--- src/rtl/fetch_queue_pkg.sv ---
// Shared constants and entry type for the instruction fetch queue.
package fetch_queue_pkg;

  localparam int          FQ_DEPTH    = 4;
  localparam logic [31:0] FQ_RESET_PC = 32'h0000_0000;
  localparam int          FQ_INSTR_W  = 32;
  localparam logic [31:0] FQ_PC_INCR  = 32'd4;

  typedef struct packed {
    logic [FQ_INSTR_W-1:0] instr;
    logic [31:0]           pc_incr;
  } fq_entry_t;

endpackage

--- src/rtl/fetch_queue_sync_fifo.sv ---
// Generic synchronous FIFO: combinational head read, clear beats push/pop.
module sync_fifo #(
  parameter int  WIDTH = 64,
  parameter int  DEPTH = 4,
  localparam int AW    = $clog2(DEPTH),
  localparam int CW    = AW + 1
) (
  input  logic             clk,
  input  logic             rst,
  input  logic             i_clear,
  input  logic             i_push,
  input  logic [WIDTH-1:0] i_wdata,
  input  logic             i_pop,
  output logic [WIDTH-1:0] o_rdata,
  output logic [CW-1:0]    o_count
);

  logic [WIDTH-1:0] r_mem [DEPTH];
  logic [AW-1:0]    r_wr_ptr;
  logic [AW-1:0]    r_rd_ptr;
  logic [CW-1:0]    r_count;

  always_ff @(posedge clk) begin
    if (!rst || i_clear) begin
      r_wr_ptr <= '0;
      r_rd_ptr <= '0;
      r_count  <= '0;
    end else begin
      if (i_push) r_wr_ptr <= r_wr_ptr + 1'b1;
      if (i_pop)  r_rd_ptr <= r_rd_ptr + 1'b1;
      case ({i_push, i_pop})
        2'b10:   r_count <= r_count + 1'b1;
        2'b01:   r_count <= r_count - 1'b1;
        default: r_count <= r_count;
      endcase
    end
  end

  // NOTE: storage is deliberately not reset; pointers and count decide what is valid.
  always_ff @(posedge clk) begin
    if (rst && !i_clear && i_push) r_mem[r_wr_ptr] <= i_wdata;
  end

  assign o_rdata = r_mem[r_rd_ptr];
  assign o_count = r_count;

endmodule

--- src/rtl/fetch_queue.sv ---
// Instruction fetch queue: one-cycle memory, slot reservation for the in-flight read, redirect flush.
module fetch_queue
  import fetch_queue_pkg::*;
#(
  parameter int          DEPTH    = FQ_DEPTH,
  parameter logic [31:0] RESET_PC = FQ_RESET_PC
) (
  input  logic                  clk,
  input  logic                  rst,
  output logic                  mem_req,
  output logic [31:0]           mem_addr,
  input  logic [31:0]           mem_rdata,
  input  logic                  redirect,
  input  logic [31:0]           redirect_pc,
  output logic                  out_valid,
  input  logic                  out_ready,
  output logic [31:0]           out_instr,
  output logic [31:0]           out_pc_incr,
  output logic [$clog2(DEPTH):0] count
);

  localparam int CW = $clog2(DEPTH) + 1;

  logic [31:0]   r_fetch_pc;
  logic [31:0]   r_inflight_addr;
  logic          r_inflight;

  logic          w_issue;
  logic          w_push;
  logic          w_pop;
  logic [CW-1:0] w_count;
  logic [CW-1:0] w_occupancy;
  fq_entry_t     w_wdata;
  fq_entry_t     w_head;

  // The outstanding read already owns a slot, so it is counted as occupancy.
  assign w_occupancy = w_count + CW'(r_inflight);
  assign w_issue     = rst && !redirect && (w_occupancy < CW'(DEPTH));
  assign w_push      = rst && !redirect && r_inflight;
  assign w_pop       = rst && !redirect && out_valid && out_ready;

  assign w_wdata.instr   = mem_rdata;
  assign w_wdata.pc_incr = r_inflight_addr + FQ_PC_INCR;

  always_ff @(posedge clk) begin
    if (!rst) begin
      r_fetch_pc      <= RESET_PC;
      r_inflight      <= 1'b0;
      r_inflight_addr <= '0;
    end else if (redirect) begin
      r_fetch_pc <= redirect_pc;
      r_inflight <= 1'b0;
    end else begin
      r_inflight <= w_issue;
      if (w_issue) begin
        r_inflight_addr <= r_fetch_pc;
        r_fetch_pc      <= r_fetch_pc + FQ_PC_INCR;
      end
    end
  end

  sync_fifo #(
    .WIDTH ($bits(fq_entry_t)),
    .DEPTH (DEPTH)
  ) u_fifo (
    .clk     (clk),
    .rst     (rst),
    .i_clear (redirect),
    .i_push  (w_push),
    .i_wdata (w_wdata),
    .i_pop   (w_pop),
    .o_rdata (w_head),
    .o_count (w_count)
  );

  assign mem_req     = w_issue;
  assign mem_addr    = r_fetch_pc;
  assign count       = w_count;
  assign out_valid   = rst && (w_count != '0);
  assign out_instr   = out_valid ? w_head.instr   : '0;
  assign out_pc_incr = out_valid ? w_head.pc_incr : '0;

endmodule

--- config.mk ---
export PLATFORM = sky130hd
export DESIGN_NAME = fetch_queue
export DESIGN_NICKNAME = d
export VERILOG_FILES = /design/src/rtl/fetch_queue_pkg.sv /design/src/rtl/fetch_queue_sync_fifo.sv /design/src/rtl/fetch_queue.sv
export SDC_FILE = /design/constraint.sdc
export NUM_CORES = 1
export LEC_CHECK = 0
export ABC_AREA = 1
export CORE_ASPECT_RATIO = 0.6
export CORE_MARGIN = 5
export CORE_UTILIZATION = 51
export DETAILED_ROUTE_END_ITERATION = 10
export GPL_ROUTABILITY_DRIVEN = 0
export PLACE_DENSITY = 0.77
export SLEW_MARGIN = 20
export SYNTH_ARGS = -nofsm -noshare
export SYNTH_HDL_FRONTEND = slang
export SYNTH_SLANG_ARGS = --single-unit
--- constraint.sdc ---
create_clock -name clk -period 4.35 [get_ports clk]
set_clock_uncertainty 0.05 [all_clocks]
set_input_delay 0.87 -clock clk [delete_from_list [all_inputs] [get_ports clk]]
set_output_delay 0.87 -clock clk [all_outputs]
set_load 0.05 [all_outputs]
==> results summary <==
Dividing total power by cell area gives a power density of 356 nW/µm². The number of hold buffers added after CTS came out at 0. The total track usage came out at 0.224. Measured in cells, the most critical reg-to-reg path has a length of 8. Subtracting the final worst setup slack from the clock period gives 4070 ps. In this design, the stage delay of the slowest critical-path cell is 810 ps. The signal on the critical path passes through buf_4, nor2_1, nor2_1, o21ai_0, a21oi_1, buf_12. The initial antenna violation count came to 0.

The remaining antenna violation count is 0. The wire length after detailed routing is 36400 µm. The number of diodes is 0.

The uppermost layer routed is met4. Of the available clock period, the critical path in the final layout requires 0.935. Using the TritonRoute via totals, the vias-per-cell ratio works out to 5.46.

The count of flip-flops with a built-in enable after synthesis is 256. The fraction of registers with async set/reset came out at 0. Pin placement for this block handled 169 I/O pins. The type of origin of the critical path is a flop.

The total count of max-transition violations in the final report is 0. TritonCTS created 29 clock buffers. The critical hold path startpoint is u_fifo.r_rd_ptr[1].

Wire segments on met2 add up to 16600 µm in the final route. The number of detailed-route iterations in the first pass came out at 5. The sequential share of the synthesized area is 0.636. The post-route DRC violation count is 0. In the final routing, the length of wire on met1 measures 16500 µm. The number of placed cells counting well taps came out at 1946.

The synthesis-to-layout area growth came out at 25.4%. The fraction of layout instances using a drive strength above 1 came out at 0.0932. The global-route wire length before repair is 57200 µm. Setup repair after global routing left no endpoint under its margin.

The startpoint identified for the worst register-to-register timing path is r_inflight_addr[2]. The maximum fanout count along the critical path came out at 66. The total of warnings raised by yosys is 0. The classification of the worst-slack hold path is flop to flop. After clock tree synthesis, the setup repair step added 0 buffers.

The distinct cell type count after synthesis came out at 39. The routed length per instance came out at 18.2 µm. TritonCTS built the clock tree. The critical path's most frequent cell is nor2_1. The mapped cell area is 14400 µm².

CTS built an H-tree with a depth of 1. The internal reg-to-reg setup slack came out at 2050 ps. The die outline width came out at 227 µm. The mean instance size in the synthesized netlist is 9.83 µm². The floorplan step defined a die boundary enclosing 31800 µm².

The number of max-cap violations is 0. The largest net degree at the start of global routing came out at 97. The final cell count without fillers came out at 1998. The number of sinks on the clock net is 330. After synthesis, the cell types taking the most area are edfxtp_1 53%, dfxtp_1 10%, nor2_1 8.8%. The via count came out at 10900. For this run, the leading register cell type out of synthesis is edfxtp_1. The maximum resistive drop on vdd came out at 0.297 mV. The number of port buffers came out at 168. The worst hold path passes through 2 cells. The initial cell density of the core came out at 0.521. In this run, the number of DRC markers left after iteration 0 of detailed routing was 1038. The worst setup path is captured at a primary output. The root buffer cell chosen for the clock tree is clkbuf_16.

The data required time at the worst endpoint came out at 3430 ps. The final hold violation count came to 0. The core box area came out at 27700 µm². The post-cts sizing count is 0. The instance count of the mapped netlist came out at 1466. The highest attainable clock frequency is 0.246 GHz. The pin slew with the least headroom to its limit is 832 ps. Setup violations remaining at the end of the flow were counted as 0. Of all cell types, the one taking the most synthesized area is edfxtp_1.

The detailed placement HPWL came out at 23000 µm. The fraction of post-synthesis cell area in the top cell type by area is 0.533. Measured against its own limit, the worst slew margin works out to 0.445. The register clock-pin slew on the reported worst setup and hold paths is 60 ps.

The number of buffers on the longest clock path is 3. The total power draw came out at 0.00643 W. The smallest setup slack after layout came out at 281 ps. The die height is 140 µm.

The clock latency on the worst-skew pair came out at 540 ps. The worst setup path is of the flop to primary output kind. In this run the critical register-to-register path is captured at u_fifo.r_mem[1][18].

The static power due to leakage came out at 6.51 nW. The cell with the largest stage delay on the worst path is dfxtp_4. The sum of overflow across all layers after global routing is 0.

The setup slack after placement is 908 ps. The number of nets in the layout is 1686. The number of nets produced by synthesis is 1542. The number of synthesized register bits is 330.

The routed design uses 2800 µm of met3 wire. The via count of the first global-routing pass came out at 10500. The arrival time of data at the critical path endpoint is 3150 ps. The flow ran to the end, and the final reports show no timing, DRC or antenna violations. In this run the core area contains 47 standard-cell rows.
==> logic make-up (layout without fill, tap and decap cells) <==
family                     after synthesis  in the layout  share of synthesized area
xor gates and xnor gates                36             36                     0.0219
DFF                                    330            330                      0.636
buffers and inverters                  176            341                     0.0485
adders and majority gates                8              8                    0.00746
AOI/OAI and AO/OA                      303            303                      0.108
and+or+nand+nor                        613            613                      0.178
==> where the power goes <==
group / internal, W / switching (W) / total (W)
Combinational: 0.000155 / 0.000251 / 0.000406
Sequential: 0.00344 / 0.0000544 / 0.00350
Clock: 0.00145 / 0.00108 / 0.00253
==> worst max-delay path: cells and delay by family, from the launching register on <==
| family | cells | cell delay [ps] |
|---|---|---|
| AOI/OAI and AO/OA | 2 | 560 |
| buffers and inverters | 2 | 920 |
| DFF | 1 | 810 |
| and+or+nand+nor | 2 | 250 |
==> synth_stat cells, types with 3 or more instances <==
library cell / count
nand4_1: 12
xor2_1: 34
nor2_2: 4
buf_1: 11
nor2_1: 337
inv_2: 4
nor3_1: 16
dfxtp_1: 74
a22oi_1: 4
nand2_2: 3
nand3_1: 46
a211oi_1: 5
a21oi_1: 119
buf_2: 24
o21ai_0: 167
ha_1: 7
inv_1: 101
nor2_4: 5
clkbuf_1: 33
nand3b_1: 5
nand2_1: 174
o211ai_1: 4
edfxtp_1: 256
==> how the worst max path moves through the flow <==
stage	startpoint	endpoint	cells after the start
6_report	flop	out_pc_incr[30]	6
3_5_place_dp	flop	out_pc_incr[16]	6
2_1_floorplan	redirect	u_fifo.r_mem[0][0]	4
4_1_cts	flop	out_pc_incr[16]	6
3_3_place_gp	rst	out_pc_incr[30]	5
5_1_grt	flop	out_pc_incr[22]	6
==> routing by layer <==
metal | global-route usage | vias to the layer above
met5 | 0 | -
met2 | 0.341 | 388
met1 | 0.346 | 5237
li1 | - | 5249
met4 | 0.0374 | 0
met3 | 0.0381 | 41
==> placed cells by master, fill, tap and decap left out, drive strengths merged, types with 49 or more instances in the layout <==
cell type and instances:
a21oi 119, dfxtp 74, buf 82, inv 105, nand3 49, nand2 179, nor2 347, edfxtp 256
o21ai 167, clkdlybuf4s50 102
==> final cells by class <==
type | instances | area (µm²)
Fill cell | 2098 | 9620
Sequential cell | 330 | 9170
Multi-Input combinational cell | 960 | 4580
Timing Repair Buffer | 184 | 2540
Clock buffer | 40 | 797
Tap cell | 367 | 459
Inverter | 105 | 394
Clock inverter | 12 | 131
==> per-stage QoR <==
step | cell area (µm²) | util | hold slack, ps | TNS [ps]
after global placement | 17100 | 0.619 | 400 | 0
after CTS | 18100 | 0.653 | 408 | 0
after detailed placement | 17100 | 0.619 | 401 | 0
after global routing | 18100 | 0.653 | 447 | 0
after floorplan | 14400 | - | 386 | -48070
final | 18100 | 0.653 | 405 | 0
==> sequential cells by signal, summed over array words and instances (netlist names), named ones only <==
name / cells
u_fifo.r_wr_ptr: 2
u_fifo.r_mem: 256
r_inflight: 1
mem_addr: 32
r_inflight_addr: 32
u_fifo.r_rd_ptr: 2
u_fifo.o_count: 3
No activity file was read; power rests on OpenSTA's default activity.
